$ cat config.mk
export PLATFORM = sky130hd
export DESIGN_NAME = toggle_activity_monitor
export DESIGN_NICKNAME = d
export VERILOG_FILES = /design/src/rtl/toggle_activity_monitor.sv
export SDC_FILE = /design/constraint.sdc
export NUM_CORES = 1
export LEC_CHECK = 0
export CAP_MARGIN = 20
export CORE_MARGIN = 2
export CORE_UTILIZATION = 58
export DETAILED_ROUTE_END_ITERATION = 10
export PLACE_DENSITY = 0.86
export SYNTH_ARGS = -nofsm -noshare
export SYNTH_HDL_FRONTEND = slang
export SYNTH_SLANG_ARGS = --single-unit
$ cat constraint.sdc
create_clock -name CLK -period 10.6 [get_ports CLK]
set_input_delay 2.12 -clock CLK [delete_from_list [all_inputs] [get_ports CLK]]
set_output_delay 2.12 -clock CLK [all_outputs]
set_load 0.05 [all_outputs]
$ cat src/rtl/toggle_activity_monitor.sv
`default_nettype none
// ============================================================================
// Module      : toggle_activity_monitor
// Description : Observes the Q outputs of a flip-flop bank and counts bit
//               transitions between consecutive valid samples over a
//               programmable window.  The baseline sample of each window
//               contributes no toggles.  The saturating total is returned
//               through a valid/ready handshake.
// Ports       : CLK, RST          - clock, synchronous active-high reset
//               START, WIN_LEN    - begin a window of WIN_LEN counted samples
//               Q_IN, Q_VALID     - observed flop outputs and sample strobe
//               RES_CNT, RES_VALID, RES_READY - result handshake
//               BUSY              - high while arming or counting
//               SAT               - accumulator saturated in this window
//               RISE_CNT, FALL_CNT - per-direction counts (TOGGLE_SPLIT_EN)
// Options     : define TOGGLE_SPLIT_EN to add the rise/fall count outputs
// Revision    : 1.0 - initial release
// ============================================================================
module toggle_activity_monitor #(
  parameter int WIDTH    = 16,
  parameter int WIN_BITS = 16,
  parameter int CNT_BITS = 24
) (
  input  logic                CLK,
  input  logic                RST,
  input  logic                START,
  input  logic [WIN_BITS-1:0] WIN_LEN,
  input  logic [WIDTH-1:0]    Q_IN,
  input  logic                Q_VALID,
  output logic [CNT_BITS-1:0] RES_CNT,
  output logic                RES_VALID,
  input  logic                RES_READY,
  output logic                BUSY,
  output logic                SAT
`ifdef TOGGLE_SPLIT_EN
  ,
  output logic [CNT_BITS-1:0] RISE_CNT,
  output logic [CNT_BITS-1:0] FALL_CNT
`endif
);

  // Popcount width, and an adder wide enough that neither operand overflows
  // before the saturation compare (popcount may be wider than CNT_BITS).
  localparam int c_PC_W  = $clog2(WIDTH + 1);
  localparam int c_SUM_W = ((CNT_BITS > c_PC_W) ? CNT_BITS : c_PC_W) + 1;
  localparam logic [c_SUM_W-1:0] c_MAX =
    {{(c_SUM_W - CNT_BITS){1'b0}}, {CNT_BITS{1'b1}}};

  typedef enum logic [1:0] {
    S_IDLE  = 2'd0,
    S_ARM   = 2'd1,
    S_COUNT = 2'd2,
    S_DONE  = 2'd3
  } state_t;

  state_t              r_state;
  logic [WIDTH-1:0]    r_prev;
  logic [WIN_BITS-1:0] r_rem;
  logic [CNT_BITS-1:0] r_acc;
  logic                r_valid;
  logic                r_busy;
  logic                r_sat;

  function automatic logic [c_PC_W-1:0] popcount(input logic [WIDTH-1:0] v);
    logic [c_PC_W-1:0] n;
    n = '0;
    for (int i = 0; i < WIDTH; i++) begin
      n = n + c_PC_W'(v[i]);
    end
    return n;
  endfunction

  // Returns {saturated, clamped sum}.
  function automatic logic [CNT_BITS:0] sat_add(input logic [CNT_BITS-1:0] acc,
                                                input logic [c_PC_W-1:0]   pc);
    logic [c_SUM_W-1:0] s;
    s = c_SUM_W'(acc) + c_SUM_W'(pc);
    if (s > c_MAX) begin
      return {1'b1, {CNT_BITS{1'b1}}};
    end
    return {1'b0, s[CNT_BITS-1:0]};
  endfunction

  logic [CNT_BITS:0] w_tot;
  assign w_tot = sat_add(r_acc, popcount(Q_IN ^ r_prev));

`ifdef TOGGLE_SPLIT_EN
  logic [CNT_BITS-1:0] r_rise;
  logic [CNT_BITS-1:0] r_fall;
  logic [CNT_BITS:0]   w_rise;
  logic [CNT_BITS:0]   w_fall;
  assign w_rise   = sat_add(r_rise, popcount(~r_prev & Q_IN));
  assign w_fall   = sat_add(r_fall, popcount(r_prev & ~Q_IN));
  assign RISE_CNT = r_rise;
  assign FALL_CNT = r_fall;
`endif

  always_ff @(posedge CLK) begin
    if (RST) begin
      r_state <= S_IDLE;
      r_prev  <= '0;
      r_rem   <= '0;
      r_acc   <= '0;
      r_valid <= 1'b0;
      r_busy  <= 1'b0;
      r_sat   <= 1'b0;
`ifdef TOGGLE_SPLIT_EN
      r_rise  <= '0;
      r_fall  <= '0;
`endif
    end else begin
      case (r_state)
        S_IDLE: begin
          if (START) begin
            r_rem <= WIN_LEN;
            r_acc <= '0;
            r_sat <= 1'b0;
`ifdef TOGGLE_SPLIT_EN
            r_rise <= '0;
            r_fall <= '0;
`endif
            if (WIN_LEN == '0) begin
              r_state <= S_DONE;
              r_valid <= 1'b1;
            end else begin
              r_state <= S_ARM;
              r_busy  <= 1'b1;
            end
          end
        end
        S_ARM: begin
          // Baseline sample: establishes prev, counts nothing.
          if (Q_VALID) begin
            r_prev  <= Q_IN;
            r_state <= S_COUNT;
          end
        end
        S_COUNT: begin
          if (Q_VALID) begin
            r_acc  <= w_tot[CNT_BITS-1:0];
            r_prev <= Q_IN;
            r_rem  <= r_rem - 1'b1;
`ifdef TOGGLE_SPLIT_EN
            r_rise <= w_rise[CNT_BITS-1:0];
            r_fall <= w_fall[CNT_BITS-1:0];
            r_sat  <= r_sat | w_tot[CNT_BITS] | w_rise[CNT_BITS] | w_fall[CNT_BITS];
`else
            r_sat  <= r_sat | w_tot[CNT_BITS];
`endif
            if (r_rem == WIN_BITS'(1)) begin
              r_state <= S_DONE;
              r_valid <= 1'b1;
              r_busy  <= 1'b0;
            end
          end
        end
        S_DONE: begin
          // START here is deliberately ignored, even alongside the handshake.
          if (RES_READY) begin
            r_state <= S_IDLE;
            r_valid <= 1'b0;
          end
        end
        default: begin
          r_state <= S_IDLE;
          r_valid <= 1'b0;
          r_busy  <= 1'b0;
        end
      endcase
    end
  end

  assign RES_CNT   = r_acc;
  assign RES_VALID = r_valid;
  assign BUSY      = r_busy;
  assign SAT       = r_sat;

endmodule
`default_nettype wire

## Yosys cells after proc, flatten, opt, wreduce, memory -nomap -nowiden

Cells that the tools add are included.

- Register bits after elaboration: 61
- Logic and storage cells: 78

- Reduce and logical (&&, ||, !) cells: 10
- Multiplexer cells: 30
- Bitwise operators: 2
- Order comparisons: 1
- Equal/unequal tests: 11
- Add/sub/neg operators: 17

Operators by type and width:

| cell | count |
|---|---|
| adder 5 x 1 -> 5 bit | 11 |
| 2-to-1 mux 25 bit | 2 |
| 2-to-1 mux 24 bit | 2 |
| one-hot mux 24 bit (2 select lines) | 1 |
| 2-to-1 mux 16 bit | 2 |
| one-hot mux 16 bit (2 select lines) | 1 |
| adder 24 x 5 -> 25 bit | 1 |
| > comparator 25 x 24 -> 1 bit, second input constant | 1 |
| equality test 16 x 1 -> 1 bit, second input constant | 1 |
| zero test 16 bit | 1 |
| subtractor 16 x 1 -> 16 bit, second input constant | 1 |
| XOR 16 bit | 1 |
| != test 2 bit, second input constant | 7 |
| 2-to-1 mux 1 bit | 12 |
| 2-to-1 mux 2 bit | 6 |
| AND reduction 5 bit | 2 |
| one-hot mux 2 bit (4 select lines) | 1 |
| AND reduction 6 bit | 1 |
| adder 4 x 1 -> 5 bit | 1 |
| adder 3 x 1 -> 4 bit | 1 |
| equality test 2 bit, second input constant | 2 |
| one-hot mux 1 bit (2 select lines) | 2 |
| adder 2 x 1 -> 3 bit | 1 |
| one-hot mux 1 bit (3 select lines) | 1 |
| 9 further kinds | 9 |

## Longest topological paths before layout

Gate-level depths: netlist (run 1).

- Word-level depth: 23
- Mapped depth: 16

## Worst setup path after synthesis (run 1)

Ideal clock, no wire load.

- Path type: input port to flip-flop
- From: in Q_IN[0]
- To: reg r_acc[9], in the netlist RES_CNT[9]
- Setup time: 0.117 ns
- Cell stages on the path: 15
- Data arrival time: 6.151 ns
- Path slack: 4.332 ns
- Path through: xor2_1 > fa_1 > fa_1 > fa_1 > inv_1 > fa_1 > fa_1 > inv_1 > fa_1 > a211oi_1 > o21bai_1 > clkbuf_1 > nand4_1 > o21ai_0 > a32o_1

- Longest elaborated chain between the ends: 22

Ends and longest elaborated chain:

| what | line | RTL |
|---|---|---|
| from (decl) | 28 | `input logic [WIDTH-1:0] Q_IN,` |
| XOR 16 bit (*) | 85 | `assign w_tot = sat_add(r_acc, popcount(Q_IN ^ r_prev));` |
| adder 1 x 1 -> 2 bit (*) | 68 | `n = n + c_PC_W'(v[i]);` |
| adder 2 x 1 -> 3 bit (*) | 68 |  |
| adder 3 x 1 -> 4 bit (*) | 68 |  |
| adder 4 x 1 -> 5 bit (*) | 68 |  |
| adder 5 x 1 -> 5 bit (*) (11 in a row) | 68 |  |
| adder 24 x 5 -> 25 bit (*) | 77 | `s = c_SUM_W'(acc) + c_SUM_W'(pc);` |
| > comparator 25 x 24 -> 1 bit | 78 | `if (s > c_MAX) begin` |
| 2-to-1 mux 1 bit | 78 |  |
| 2-to-1 mux 25 bit (*) | 81 | `return {1'b0, s[CNT_BITS-1:0]};` |
| 2-to-1 mux 24 bit (*) | 139 | `if (Q_VALID) begin` |
| one-hot mux 24 bit (2 select lines) (*) | 112 | `case (r_state)` |
| to (signal assigned) | 140 | `r_acc <= w_tot[CNT_BITS-1:0];` |
| to (decl) | 59 | `logic [CNT_BITS-1:0] r_acc;` |

Mark *: on every way between the ends. The rest lies on a longest branch, timed or not. The select of a mux whose other input is x is not followed.
A chain may end at the register's enable or synchronous reset.

## Final worst setup path (run 1)

- From: in Q_IN[0]
- To: reg r_acc[5], in the netlist RES_CNT[5]

The elaborated chain is that of the path after synthesis.

==> results, run 1 <==
- The final-report hold violation count was 0.
- Measured along the x axis, the die boundary spans 86.4 µm.
- The setup path with the least slack is of type in2reg.
- The summed instance area of the synthesized netlist is 3940 µm².
- Sorting the synthesized cells by how often they occur yields dfxtp_1, nand2_1, a21oi_1.
- The first global-routing pass estimated 16600 µm of wire.
- The final setup violation count is 0.
- The analysis attributes to cell leakage a power of 0.00184 µW.
- The sum of negative setup slack is 0 ns.
- The distinct cell type count after synthesis is 72.
- Entering global routing, the biggest net connects 55 pins.
- The number of antenna diodes in the final layout is 0.
- The worst-case vdd ir drop is 0.190 mV.
- The cell total after placement is 602.
- The worst hold path depth is 2.
- The tree is rooted in a clkbuf_8.
- The boundary pin count is 64.
- The number of synthesized flops with an enable pin is 0.
- Counting along the longest clock path gives a buffer depth of 2.
- At the later pin of the worst-skew pair, clock insertion delay measures 0.35 ns.
- Fill cells in the final layout number 522.
- In the finished design, the share of the clock period the worst path needs comes to 65.6%.
- The area share of the largest cell type after synthesis is 31.0%.
- The number of antenna-violating nets in the routed design is 0.
- The count of cells in the finished layout, fillers not included, comes to 616.
- The clock skew after layout is 0.0107 ns.
- The run finished with clean final reports.
- The slew at the pin closest to its max-slew limit is 1.06 ns.
- The number of detailed-routing iterations run before antenna repair is 6.
- Compared with the post-synthesis result, the final layout area differs by 20.8%.
- Counting cells, the worst reg-to-reg path comes to 14.
- The number of antenna violations at the first check in global routing came to 0.
- The number of nets produced by synthesis is 543.
- The tightest min-delay check is of the reg2reg type.
- The total area inside the core boundary comes to 6680 µm².
- The CTS tree is yes.
- The nature of the critical path endpoint is a register.
- Of all cell types, the one taking the most synthesized area is dfxtp_1.
- The fraction of final layout cells sized beyond drive strength 1 is 6.53%.
- The achievable clock frequency is 144 MHz.
- The total of cells resized after clock tree synthesis is 0.
- The detailed router finished its first iteration with 310 violations.
- Clock-pin slew was measured on the worst setup and hold paths at 0.06 ns.
- The data required time of the critical path is 10.86 ns.
- The total overflow left after global routing is 0.
- The net count of the finished layout is 598.
- The cell count after synthesis came out at 478.
- The number of maximum-capacitance violations is 0.
- Once the clock tree was built, the setup fixing pass inserted 0 buffers.
- The clock net in this run drives a total of 61 sinks.
- The design draws 1450 µW.
- Data arrives at the worst endpoint at 7.22 ns.
- The CTS H-tree depth is 3.
- The port buffer count is 63.
- The clock period minus worst slack is 6.95 ns.
- In the routed layout, each cell is associated on average with a via count of 6.28.
- For this run, the number of Yosys warnings is 0.
- The number of global-route vias before repair is 3605.
- For this run, the total global-route usage over all layers was measured as 28.1%.
- For this run, the leading register cell type out of synthesis is dfxtp_1.
- The placer's final routability congestion estimate is 0.980.
- The initial cell density of the core is 59.0%.
- The final core utilization is 71.3%.
- Summed over all nets, the half-perimeter wirelength after detailed placement is 7200 µm.
- Power spread over the standard cell area amounts to 305 nW/µm².
- Hold repair after CTS inserted 0 buffers.
- The worst pin sits at a relative slew slack of 29.3%.
- The total count of max-transition violations in the final report was 0.
- Setup repair after global routing left no endpoint under its margin.
- The remaining design rule violation count is 0.
- The floorplan has 30 rows.
- Along the worst path, the maximum fanout reaches 12.
- The number of clock buffers added by TritonCTS is 9.
- The die height is 86.4 µm.
- The count of state elements after synthesis is 61.
- The dominant cell by count in the synthesized netlist is dfxtp_1.
- STA classifies the critical path startpoint as an input pin.
- The die covers 7470 µm².
- By area the synthesized netlist is led by dfxtp_1, fa_1, nand2_1.
- The detailed-route wire length is 10100 µm.
- The mean routed wirelength per cell is 16.4 µm.
- In the synthesized netlist the async set-or-reset flop fraction comes to 0%.
- The synthesized area per cell is 8.25 µm².
- The routed layout has 3867 vias.
- Sequential cells were found to cover 31.0% of the synthesized design area.
## per-stage QoR
stage          instance area (µm²)  setup WS (ns)  hold slack (ns)
3_5_place_dp                  4600           3.33            0.455
2_1_floorplan                 3940           4.33            0.448
6_report                      4760           3.65            0.465
3_3_place_gp                  4600           3.49            0.443
5_1_grt                       4760           3.36            0.483
4_1_cts                       4760           3.67            0.468
## routing by layer
metal / track usage, % / vias to the layer above / part of all wire [%]
met1: 36.0 / 1808 / 42
li1: - / 1855 / -
met3: 5.14 / 29 / 6.8
met4: 12.4 / 0 / 2.4
met5: 0 / - / 0
met2: 46.3 / 175 / 49
## power breakdown
group          switching (µW)  internal, µW  total, µW
clock network            91.0          94.3        185
logic                     567           379        946
registers                43.3           275        318
## final cells by class
class	instances	area (µm²)	share of cell area, %
repair buffers	68	663	13.9
inverters	27	101	2.13
clock inverters	2	10.0	0.210
well taps	80	100	2.10
clock buffers	12	155	3.26
multi-input cells	366	2510	52.7
flip-flops and latches	61	1220	25.6
## cells in the final DEF, fill, tap and decap left out, types with 7 or more instances in the layout
| master | instances |
|---|---|
| a21oi_1 | 42 |
| a31oi_1 | 11 |
| clkbuf_8 | 11 |
| clkdlybuf4s50_1 | 62 |
| dfxtp_1 | 61 |
| fa_1 | 12 |
| ha_1 | 16 |
| inv_1 | 26 |
| nand2_1 | 58 |
| nand3_1 | 11 |
| nand4_1 | 8 |
| nor2_1 | 34 |
| nor3_1 | 14 |
| o21ai_0 | 7 |
| o21ai_1 | 16 |
| xnor2_1 | 8 |
| xor2_1 | 11 |
## kinds of logic (layout without fill, tap and decap cells)
group	count (synthesis)	in the layout	synth area share, %
flops	61	61	31.0
fa+ha+maj	28	28	11.2
buf+inv	51	109	5.43
xor+xnor	19	19	4.22
compound gates	139	139	23.4
simple gates	174	174	23.2
mux	6	6	1.65
## critical path, cell delays in order
cell and delay [ns]:
clkdlybuf4s50_1 0.49, xor2_1 0.21, fa_1 0.48, fa_1 0.52
fa_1 0.54, inv_1 0.05, fa_1 0.50, fa_1 0.45
inv_1 0.09, fa_1 0.22, a211oi_1 0.12, o21bai_1 0.74
and4_1 0.43, o21ai_0 0.13, a21oi_1 0.14
## flip-flops by register name (all words and copies together) (netlist names)
| signal | flops |
|---|---|
| BUSY | 1 |
| RES_CNT | 24 |
| RES_VALID | 1 |
| SAT | 1 |
| r_prev | 16 |
| r_rem | 16 |
| r_state | 2 |
## path summary, 6_finish.rpt
kind	endpoint	startpoint	slack [ns]
max reg2reg	RES_CNT[5]$_SDFFE_PP0P_	r_prev[0]$_SDFFE_PP0P_	5.57
min	BUSY$_SDFFE_PP0P_	BUSY$_SDFFE_PP0P_	0.46
min reg2reg	BUSY$_SDFFE_PP0P_	BUSY$_SDFFE_PP0P_	0.46
max	RES_CNT[5]$_SDFFE_PP0P_	Q_IN[0]	3.65
Note: power is estimated with default switching activity, not from simulation.
==> run 2, diff against run 1 <==
--- a/config.mk
+++ b/config.mk
@@ -7,9 +7,9 @@
 export LEC_CHECK = 0
 export CAP_MARGIN = 20
 export CORE_MARGIN = 2
-export CORE_UTILIZATION = 58
+export CORE_UTILIZATION = 54
 export DETAILED_ROUTE_END_ITERATION = 10
-export PLACE_DENSITY = 0.86
+export PLACE_DENSITY = 0.81
 export SYNTH_ARGS = -nofsm -noshare
 export SYNTH_HDL_FRONTEND = slang
 export SYNTH_SLANG_ARGS = --single-unit
==> constraint.sdc (replaced) <==
create_clock -name CLK -period 6.65 [get_ports CLK]
set_input_delay 1.33 -clock CLK [delete_from_list [all_inputs] [get_ports CLK]]
set_output_delay 1.33 -clock CLK [all_outputs]
set_load 0.05 [all_outputs]
==> run 2 against run 1 <==
Against the previous run:
- clock power is 99% higher
- first-iteration DRC count is 27% lower
- register-to-register slack worse by 3.8 ns
- critical path type unchanged
- largest cell class unchanged
==> results, run 2 (synthesized netlist as in run 1, its figures left out) <==
- The number of buffers on the longest clock path is 2 (unchanged).
- The area taken by flip-flops and latches came to 1220 µm² (unchanged).
- The achievable clock frequency is 167 MHz.
- Among the stages of the critical path, the cell type that occurs most often is fa_1.
- The critical path goes through clkdlybuf4s50_1, xnor2_1, fa_1, inv_1, fa_1, fa_1, inv_1, fa_1, fa_1, inv_1, fa_1, a211oi_1, o21ba_2, nor4_2, nand2_1, o211ai_1.
- The clock skew after layout is 0.00840 ns (-0.00226 ns).
- Leaving out fill and tap cells, the most frequent cells in the layout are clkdlybuf4s50_1, dfxtp_1, nand2_1, a21oi_1, nor2_1.
- For the finished layout, the period the worst path requires is 5.98 ns.
- The endpoint arrival time on the critical path is 6.25 ns (-0.97 ns).
- The number of global-route vias before repair is 3600 (-0.14%).
- The detailed router's first-iteration violation count was 226 (-27%).
- The number of buffers inserted during clock tree synthesis is 9 (unchanged).
- The flow ran to the end, and the final reports show no timing, DRC or antenna violations.
- The worst setup path is captured at a register.
- The static leakage power is 0.00186 µW (+1.2%).
- The cell total after placement is 622 (+3.3%).
- From synthesis to final layout, the design area changed by 22.9%.
- The critical path class is in2reg.
- The instance area after placement is 4630 µm² (+0.68%).
- The buffer count from post-CTS setup fixing came to 0 (unchanged).
- The areal power density over the cells is 494 nW/µm² (+62%).
- The remaining design rule violation count was 0 (unchanged).
- The worst-case vdd ir drop is 0.270 mV (+42%).
- The final cycle utilization of the critical path is 89.9%.
- The CTS H-tree depth came to 3 (unchanged).
- The total number of vias was 3915 (+1.2%).
- The clock insertion delay at the later pin of the skew report is 0.35 ns (about the same).
- The most frequent standard cell in the layout excluding fill and tap cells is clkdlybuf4s50_1.
- The fraction of final layout cells sized beyond drive strength 1 is 6.88% (+0.35 points).
- The overall power is 2390 µW (+65%).
- The post-CTS clock slew at the launch and capture registers of the worst setup and hold paths is 0.07 ns (about the same).
- The final setup violation count is 0 (unchanged).
- The multi-input gate area in the final layout came to 2510 µm² (unchanged).
- The number of diodes was 0 (unchanged).
- The largest individual stage delay along the critical path comes from the cell fa_1.
- The core outline area came to 7180 µm² (+7.4%).
- The number of hold buffers added after CTS is 0 (unchanged).
- The number of antenna-violating nets in the routed design was 0 (unchanged).
- The sum of buffers and inverters on the critical path is 4 (+1).
- The sum of negative setup slack is 0 ns (unchanged).
- The detailed-route wire length is 10100 µm (+0.32%).
- The full die area was 8000 µm² (+7.1%).
- The net count of the finished layout was 599 (+0.17%).
- The kind of cell with the highest combined delay along the critical path is adder cells.
- The data required time of the critical path was 6.92 ns (-3.94 ns).
- The wire length of the first global-routing pass is 16500 µm (-0.66%).
- The stage delay of the slowest cell on the critical path is 0.56 ns (-0.18 ns).
- The mean number of vias per cell is 6.15 (-2.1%).
- Setup repair after global routing left no endpoint under its margin.
- The final-report hold violation count is 0 (unchanged).
- The die height is 89.4 µm (+3.5%).
- The leftover overflow at the end of global routing is 0 (unchanged).
- The total count of max-transition violations in the final report is 0 (unchanged).
- The initial cell density of the core is 54.9% (-4.1 points).
- The pin count of the biggest net entering global routing is 55 (unchanged).
- The path class of the tightest hold or removal check is reg2reg.
- The CTS tree is yes.
- The global routing usage summed across all routing layers was 26.4% (-1.7 points).
- The flip-flop count of the largest register, all copies and words added is 24 (unchanged).
- The standard-cell row count is 31 (+3.3%).
- The boundary pin count was 64 (unchanged).
- The number of filler cells placed in the layout is 583 (+12%).
- The total number of clock tree sinks is 61 (unchanged).
- The number of detailed-routing iterations run before antenna repair is 5 (-1).
- The headroom to the max-slew limit is 27.7% (-1.6 points).
- The placer's final routability congestion estimate was 0.911 (-7.1%).
- The maximum net fanout on the critical path is 9 (-3).
- The placed wire-length estimate is 7200 µm (about the same).
- The number of maximum-capacitance violations is 0 (unchanged).
- The summed area of non-filler cells in the final layout is 4840 µm² (+1.7%).
- The slew at the pin closest to its max-slew limit was 1.08 ns (+0.0235 ns).
- The worst hold margin was 0.454 ns (-0.0105 ns).
- The number of antenna violations at the first check in global routing is 0 (unchanged).
- The total of cells resized after clock tree synthesis is 0 (unchanged).
- The mean routed wirelength per cell is 15.9 µm (-3.0%).
- The die width is 89.4 µm (+3.5%).
- The port buffer count is 63 (unchanged).
- The non-filler instance count after layout is 637 (+3.4%).
- The root buffer cell is clkbuf_8.
- STA classifies the critical path startpoint as an input pin.
[run 2: cell types whose count changed in the layout (fill, tap and decap cells not counted), sizes merged]
cell	change
clkinvlp	+1
clkbuf	-1
bufinv	+2
buf	+1
clkinv	-1
[run 2: final timing paths]
check,start,to,slack [ns],depth (start not counted)
worst max-delay path,Q_IN[10],RES_CNT[13]$_SDFFE_PP0P_,0.67,16
worst min-delay path,BUSY$_SDFFE_PP0P_,BUSY$_SDFFE_PP0P_,0.45,2
worst max register to register,r_prev[10]$_SDFFE_PP0P_,RES_CNT[13]$_SDFFE_PP0P_,1.80,15
worst min register to register,BUSY$_SDFFE_PP0P_,BUSY$_SDFFE_PP0P_,0.45,2
[run 2: per-layer routing]
layer	track usage (%)	part of all wire, %	up-vias
met5	0	0	-
met4	11.5	1.8	0
met3	4.43	7.1	18
met2	43.2	49	182
met1	34.3	42	1859
li1	-	-	1856
[run 2: report_power, final]
group / total, µW / switching [µW] / internal [µW]
registers: 507 / 68.6 / 438
clock network: 368 / 149 / 219
logic: 1520 / 905 / 610
total: 2390 / 1120 / 1270
[run 2: cell type report]
| type | count | share of cell area, % |
|---|---|---|
| clock buffer | 11 | 2.92 |
| sequential | 61 | 25.2 |
| multi-input combinational | 366 | 51.9 |
| clock inverter | 4 | 1.50 |
| timing repair buffer | 69 | 13.9 |
| tap | 99 | 2.56 |
| inverter | 27 | 2.09 |
[run 2: worst register-to-register path: cells and delay by family (launching register included)]
family | cells | cell delay [ns]
flops | 1 | 0.32
fa+ha+maj | 6 | 2.76
simple gates | 2 | 0.70
buf+inv | 3 | 0.22
xor+xnor | 1 | 0.15
compound gates | 3 | 0.62
[run 2: metrics by stage]
| stage | util [%] | worst slack, ns |
|---|---|---|
| floorplan | - | 1.17 |
| global placement | 64.5 | 0.495 |
| detailed placement | 64.5 | 0.344 |
| CTS | 67.5 | 0.710 |
| global route | 67.5 | 0.446 |
| finish | 67.5 | 0.671 |
==> run 3, diff against run 2 <==
--- a/config.mk
+++ b/config.mk
@@ -10,6 +10,7 @@
 export CORE_UTILIZATION = 54
 export DETAILED_ROUTE_END_ITERATION = 10
 export PLACE_DENSITY = 0.81
+export REMOVE_ABC_BUFFERS = 1
 export SYNTH_ARGS = -nofsm -noshare
 export SYNTH_HDL_FRONTEND = slang
 export SYNTH_SLANG_ARGS = --single-unit
==> run 3 against run 2 <==
Against the previous run:
- die area unchanged
- combinational power about the same
- sequential power hardly changed
- clock skew rose by 0.0036 ns
- non-clock buffer count unchanged
- via count fell by 1.4%
- cell count grew 0.16%
- sequential share of layout area is 0.091 points lower
==> results, run 3 (synthesized netlist as in run 1, its figures left out) <==
- The run finished with clean final reports.
- The static leakage power is 0.00188 µW (+0.74%).
- The full die area is 8000 µm² (unchanged).
- The achievable clock frequency was 166 MHz (-0.77%).
- The library cells used most frequently in the layout, excluding fill and tap cells, are clkdlybuf4s50_1, dfxtp_1, nand2_1, a21oi_1, nor2_1.
- The headroom to the max-slew limit is 35.2% (+7.5 points).
- The maximum net fanout on the critical path is 9 (unchanged).
- Among all stages on the critical path, the largest delay is contributed by fa_1.
- The clock period minus worst slack is 6.03 ns (+0.0467 ns).
- The launching element type of the critical path is an input pin.
- The flip-flop count of the largest register, all copies and words added was 24 (unchanged).
- The placer's final routability congestion estimate is 0.878 (-3.6%).
- The number of global-route vias before repair is 3544 (-1.6%).
- The number of buffers on the longest clock path is 2 (unchanged).
- The library cell used most frequently in the layout, excluding fill and tap cells, is clkdlybuf4s50_1.
- The CTS H-tree depth is 3 (unchanged).
- The worst setup path is captured at a register.
- The post-CTS clock slew at the launch and capture registers of the worst setup and hold paths is 0.08 ns (about the same).
- The port buffer count was 63 (unchanged).
- The total of cells resized after clock tree synthesis came to 0 (unchanged).
- The detailed router's first-iteration violation count was 307 (+36%).
- The pre-CTS setup slack came to 0.368 ns (+0.0236 ns).
- TritonCTS built the clock tree.
- The remaining design rule violation count came to 0 (unchanged).
- The total number of clock tree sinks is 61 (unchanged).
- The cell family contributing the most delay on the critical path is adder cells.
- The total number of vias is 3860 (-1.4%).
- The final cycle utilization of the critical path is 90.6% (+0.70 points).
- The sum of negative setup slack was 0 ns (unchanged).
- The mean number of vias per cell is 6.05 (-1.6%).
- The clock skew after layout was 0.0120 ns (+0.00357 ns).
- The clock insertion delay at the later pin of the skew report is 0.35 ns (about the same).
- The number of hold buffers added after CTS is 0 (unchanged).
- The slew at the pin closest to its max-slew limit is 0.968 ns (-0.116 ns).
- The area taken by flip-flops and latches is 1220 µm² (unchanged).
- The startpoint of the tightest hold check path is r_prev[3]$_SDFFE_PP0P_.
- The total count of max-transition violations in the final report is 0 (unchanged).
- The leftover overflow at the end of global routing is 0 (unchanged).
- The multi-input gate area in the final layout was 2520 µm² (+0.25%).
- The number of antenna-violating nets in the routed design is 0 (unchanged).
- The area growth from synthesis to layout is 23.3%.
- The data required time of the critical path is 6.93 ns (about the same).
- The worst setup path is of the in2reg kind.
- The pin count of the biggest net entering global routing is 54 (-1.8%).
- The die width came to 89.4 µm (unchanged).
- The placed wire-length estimate came to 7120 µm (-1.1%).
- The sum of buffers and inverters on the critical path is 3 (-1).
- Traced cell by cell, the critical path runs through clkdlybuf4s50_1, xor2_1, fa_1, fa_1, fa_1, inv_1, fa_1, fa_1, inv_1, fa_1, a211oi_1, o21ba_2, nor4_2, nand2_1, o211ai_1.
- The mean routed wirelength per cell came to 16.2 µm (+1.6%).
- The number of maximum-capacitance violations is 0 (unchanged).
- The worst-case vdd ir drop is 0.303 mV (+12%).
- The class of the tightest hold or removal check is reg2reg.
- The areal power density over the cells is 497 nW/µm² (+0.60%).
- The number of filler cells placed in the layout is 590 (+1.2%).
- The detailed-route wire length was 10300 µm (+1.8%).
- The number of antenna violations at the first check in global routing came to 0 (unchanged).
- The core outline area came to 7180 µm² (unchanged).
- The buffer count from post-CTS setup fixing is 0 (unchanged).
- The number of detailed-routing iterations run before antenna repair is 5 (unchanged).
- In this run the worst setup path begins at Q_IN[2].
- The boundary pin count is 64 (unchanged).
- The number of diodes is 0 (unchanged).
- The stage delay of the slowest cell on the critical path is 0.55 ns (about the same).
- The die height came to 89.4 µm (unchanged).
- Setup repair after global routing left no endpoint under its margin.
- The endpoint arrival time on the critical path is 6.30 ns (+0.05 ns).
- The net count of the finished layout is 599 (unchanged).
- The standard-cell row count is 31 (unchanged).
- The initial cell density of the core came to 54.9% (unchanged).
- The most frequent cell on the critical path is fa_1.
- The fraction of final layout cells sized beyond drive strength 1 came to 7.05% (+0.17 points).
- The final-report hold violation count was 0 (unchanged).
- The worst register-to-register path begins at r_prev[2]$_SDFFE_PP0P_.
- The global routing usage summed across all routing layers is 26.4% (-0.064 points).
- The root buffer cell chosen for the clock tree is clkbuf_8.
- The slack of the critical path came to 0.624 ns (-0.0467 ns).
- The number of buffers inserted during clock tree synthesis is 9 (unchanged).
- The wire length of the first global-routing pass is 16500 µm (-0.13%).
- The final setup violation count is 0 (unchanged).
==> run 3: path summary, 6_finish.rpt <==
kind / end / slack [ns] / cells past startpoint
max reg2reg: RES_CNT[13]$_SDFFE_PP0P_ / 1.76 / 14
max: RES_CNT[13]$_SDFFE_PP0P_ / 0.62 / 15
min: r_prev[3]$_SDFFE_PP0P_ / 0.47 / 2
min reg2reg: r_prev[3]$_SDFFE_PP0P_ / 0.47 / 2
==> run 3: worst reg2reg max path, stage by stage, from the launching register on <==
cell      delay, ns
dfxtp_1        0.36
xor2_1         0.21
fa_1           0.47
fa_1           0.52
fa_1           0.55
inv_1          0.06
fa_1           0.50
fa_1           0.48
inv_1          0.10
fa_1           0.23
a211oi_1       0.12
o21ba_2        0.26
nor4_2         0.36
nand2_1        0.34
o211ai_1       0.25
==> run 3: power by group <==
group	internal, µW	switching, µW	total [µW]
Combinational	600	921	1520
Clock	230	152	383
Sequential	438	71.4	510
Total	1270	1140	2410
==> run 3: routing by layer <==
layer	track usage, %	up-vias	routed length (µm)
met3	5.26	24	643
li1	-	1858	-
met5	0	-	0
met4	10.3	0	204
met1	34.9	1817	4530
met2	42.3	161	4950
==> run 3: final cells by class <==
type	count	area share [%]
Tap cell	99	2.55
Timing Repair Buffer	69	13.8
Sequential cell	61	25.1
Clock buffer	12	3.19
Multi-Input combinational cell	366	51.8
Inverter	27	2.09
Clock inverter	4	1.44
==> run 3: through the flow <==
step | total power (µW) | cells | utilization, % | hold slack [ns] | cell area (µm²)
floorplan | 1600 | 454 | - | 0.442 | 3830
global placement | 1910 | 622 | 64.6 | 0.454 | 4630
detailed placement | 1970 | 622 | 64.6 | 0.461 | 4630
CTS | 2390 | 638 | 67.7 | 0.469 | 4860
global route | 2600 | 638 | 67.7 | 0.496 | 4860
finish | 2410 | 638 | 67.7 | 0.468 | 4860
==> variant 1, RTL diff (flow settings as in run 2) <==
Re-encode `state_t` (4 states) as one-hot, 4 bits wide.
--- a/src/rtl/toggle_activity_monitor.sv
+++ b/src/rtl/toggle_activity_monitor.sv
@@ -47,9 +47,9 @@
     {{(c_SUM_W - CNT_BITS){1'b0}}, {CNT_BITS{1'b1}}};
 
-  typedef enum logic [1:0] {
-    S_IDLE  = 2'd0,
-    S_ARM   = 2'd1,
-    S_COUNT = 2'd2,
-    S_DONE  = 2'd3
+  typedef enum logic [3:0] {
+    S_IDLE  = 4'b0001,
+    S_ARM   = 4'b0010,
+    S_COUNT = 4'b0100,
+    S_DONE  = 4'b1000
   } state_t;
 
Behaviour: no difference found for any inputs over 4 cycles, from zero or initial values and one cycle with RST high; so few cycles prove little.
==> variant 1 against run 2 <==
Routed wire length shrank 1.8%; setup slack gained 0.067 ns; synthesized area grew 3.5%; cell area grew 0.72%; global-route usage shrank 1.9 points; combinational power shrank 44%; total power shrank 31%; worst hold slack gained 0.011 ns; sequential cell count grew 2; largest cell class unchanged.
==> variant 1: results (changes against run 2) <==
[timing]
period_share_pct = 88.9  ; -1.0 points
skew_ns = 0.0103  ; +0.00193 ns

[placement]
pre_cts_ws_ns = 0.407  ; +0.0633 ns
place_inst = 602  ; -3.2%
gp_congestion = 0.893  ; -2.0%

[synth]
synth.area.top_cells = dfxtp_1 (31%), fa_1 (5.9%), mux2i_1 (5.4%)
synth_cells = 462  ; -3.3%
synthAdderAreaFrac_pct = 8.96  ; -2.2 points
synthTopCellsByCount = dfxtp_1 (63), nor2_1 (43), a21oi_1 (33)
synth-compound-area-share_pct = 18.1  ; -5.3 points
ys_seq_area_share_pct = 30.9  ; -0.054 points
synth_xor_area_share_pct = 6.44  ; +2.2 points
syn_nets = 521  ; -4.1%

[drt]
wl_per_cell_um = 16.1  ; +1.1%
wl_mm = 9.97  ; -1.8%
dr_wl_met2_mm = 4.84  ; -2.1%
drtIter0Drc = 239  ; +5.8%
routed_via_density = 6.08  ; -1.0%

[hold_path]
holdPathEnd = RES_CNT[4]$_SDFFE_PP0P_
hold_start = RES_CNT[4]$_SDFFE_PP0P_

[finish]
inverters_excl_clock = 19  ; -30%
multi_input_cells = 357  ; -2.5%
final-seq-area_um2 = 1260  ; +3.3%
n_all_buffers = 65  ; -5.8%
multi_input_area_um2 = 2620  ; +4.1%
num-fill-cells = 614  ; +5.3%

[setup_path]
r2r_cells = 14  ; -1
cp.arrival_ns = 6.20  ; -0.05 ns
slowest_delay_ns = 0.54  ; -0.02 ns
r2r-start = r_prev[0]$_SDFFE_PP0P_

[run_status]
status = completed

[global_route]
grt_pass1_wl_mm = 16.6  ; +0.21%
met1_usage_pct = 31.4  ; -2.9 points

[power]
p_leak_uw = 0.00190  ; +1.9%

-- variant 1: cell types whose count changed in the layout (fill, tap and decap cells not counted), sizes merged, moves of 6 or more --
cell	change
and3	+7
nor2	+11
a31oi	-6
inv	-8
nor3	-6
ha	-6
a21oi	-10
a211oi	+6
nand4	+7
nand2	-36
xnor2	+8
mux2i	+17
o21ai	-7
-- variant 1: report_power, final --
group / switching, uW / internal (uW) / leakage (uW)
Clock: 151 / 134 / 0.0000801
Combinational: 478 / 375 / 0.00131
Sequential: 76.1 / 435 / 0.000512
Total: 706 / 943 / 0.00190
-- variant 1: critical path: cells and delay by family --
kind / cells / cell delay [ns]
adder cells (fa/ha/maj): 6 / 2.72
AND/OR/NAND/NOR: 3 / 0.81
buffers and inverters: 3 / 0.63
AO/OA/AOI/OAI: 2 / 0.49
XOR/XNOR: 1 / 0.20
==> variant 2, RTL diff (settings of run 2) <==
Without the edit above. Add a define of `TOGGLE_SPLIT_EN`.
--- a/src/rtl/toggle_activity_monitor.sv
+++ b/src/rtl/toggle_activity_monitor.sv
@@ -17,4 +17,6 @@
 // Revision    : 1.0 - initial release
 // ============================================================================
+`define TOGGLE_SPLIT_EN
+
 module toggle_activity_monitor #(
   parameter int WIDTH    = 16,
Check against the original RTL (old outputs only; new: FALL_CNT and RISE_CNT): no difference found for any inputs over 4 cycles, from zero or initial values and one cycle with RST high; that may be too few to reach the edited logic, so the function may still have changed.
==> variant 2 against run 2 <==
Total power up 49%; clock power up 39%; sequential cell count up 48; setup slack worse by 0.21 ns; critical path depth up 2; routed wire length up 120%; first-iteration DRC count up 150%; synthesized area up 100%; combinational power up 46%; register-to-register slack worse by 0.12 ns; cell area up 100%.
==> variant 2: results (changes against run 2) <==
[run_status]
status = completed

[finish]
final_util_pct = 66.5  ; -0.94 points
num-fill-cells = 1216  ; +110%
layout.nets = 1233  ; +110%
final_layout_size_suffix_gt1_share_pct = 5.91  ; -0.96 points
antenna_cells = 0  ; unchanged

[placement]
gp_congestion = 0.867  ; -4.8%
port_buffers = 111  ; +76%
post_dp_cell_area_um2 = 9380  ; +100%
pre_cts_ws_ns = 0.0752  ; -0.269 ns
hpwl_mm = 16.0  ; +120%
place_inst = 1268  ; +100%

[setup_path]
crit_fanout = 12  ; +3
regToRegEndpoint = RES_CNT[21]$_SDFFE_PP0P_
r2r_cells = 16  ; +1
r2r-start = r_prev[10]$_SDFFE_PP0P_
cp.arrival_ns = 6.48  ; +0.23 ns
rrSetupSlack_ns = 1.68  ; -0.12 ns
crit_family = adder cells
slowest_delay_ns = 0.64  ; +0.08 ns
crit_slowest_cell = or4_4

[global_route]
grt_pass1_wl_mm = 36.6  ; +120%
track_usage_pct = 28.1  ; +1.7 points
grt_max_degree = 62  ; +13%
grt_pass1_vias = 7384  ; +110%

[synth]
syn_nets = 1131  ; +110%
synth.area.top_cells = dfxtp_1 (27%), ha_1 (10%), fa_1 (9.0%)
avgSynthCellArea_um2 = 8.08  ; -2.0%
synthTopCellsByCount = inv_1 (126), dfxtp_1 (109), a21oi_1 (104)
ys_types = 74  ; +2.8%
ys_seq_area_share_pct = 27.2  ; -3.8 points

[drt]
dr.pass1.iters = 7  ; +2
vias = 7847  ; +100%
routed_via_density = 6.12  ; -0.49%
drtIter0Drc = 554  ; +150%
wl_per_cell_um = 17.6  ; +10%

[timing]
whs_ns = 0.467  ; +0.0133 ns
skew_ns = 0.0112  ; +0.00282 ns
slew-limit-headroom_pct = 37.2  ; +9.5 points

[power]
p_leak_uw = 0.00376  ; +100%
irDropWorstVdd_mv = 0.341  ; +26%

[hold_path]
holdPathEnd = FALL_CNT[2]$_SDFFE_PP0P_
hold_start = FALL_CNT[2]$_SDFFE_PP0P_

[clock_network]
clock_path_buffers = 2  ; unchanged
clockRootBuffer = clkbuf_16

## variant 2: cell types whose count changed after synthesis, sizes merged, moves of 24 or more
cell | run 2 | this run
inv | 27 | 127
fa | 12 | 36
dfxtp | 61 | 109
o21ai | 23 | 59
nand2 | 58 | 100
ha | 16 | 64
a21oi | 43 | 104
## variant 2: power by group
part           leakage [uW]  switching, uW  internal, uW
Clock              0.000128            258           252
Sequential         0.000884           86.6           737
Combinational       0.00275           1350           870
Total               0.00376           1700          1860
## variant 2: layout make-up
cell class	instances	area share, %
multi-input combinational	710	53.5
sequential	109	22.6
timing repair buffer	139	13.9
inverter	127	4.93
tap	184	2.38
clock buffer	9	2.33
clock inverter	5	0.401
## variant 2: routing by layer
layer | vias up | share of wire [%] | track usage, %
met1 | 3691 | 42 | 37.5
met3 | 45 | 7.7 | 4.89
li1 | 3765 | - | -
met4 | 0 | 2.4 | 9.44
met2 | 346 | 48 | 46.4
met5 | - | 0 | 0
## variant 2: worst max path at each step
stage          slack (ns)                  endpoint  cells past startpoint
4_1_cts              0.46  RES_CNT[21]$_SDFFE_PP0P_                     18
2_1_floorplan        0.90  RES_CNT[17]$_SDFFE_PP0P_                     17
3_3_place_gp         0.15  RES_CNT[21]$_SDFFE_PP0P_                     18
3_5_place_dp         0.08  RES_CNT[21]$_SDFFE_PP0P_                     18
5_1_grt              0.27  RES_CNT[21]$_SDFFE_PP0P_                     18
6_report             0.46  RES_CNT[21]$_SDFFE_PP0P_                     18
## variant 2: cells by family (layout without fill, tap and decap cells)
family                     after synthesis  after routing  share of synthesized area [%]
muxes                                   11             11                           1.37
adders and majority gates              100            100                           18.9
AOI/OAI and AO/OA                      312            312                           25.4
DFF                                    109            109                           27.2
buffers and inverters                  175            280                           8.35
and+or+nand+nor                        278            278                           17.8
xor gates and xnor gates                 9              9                          0.982
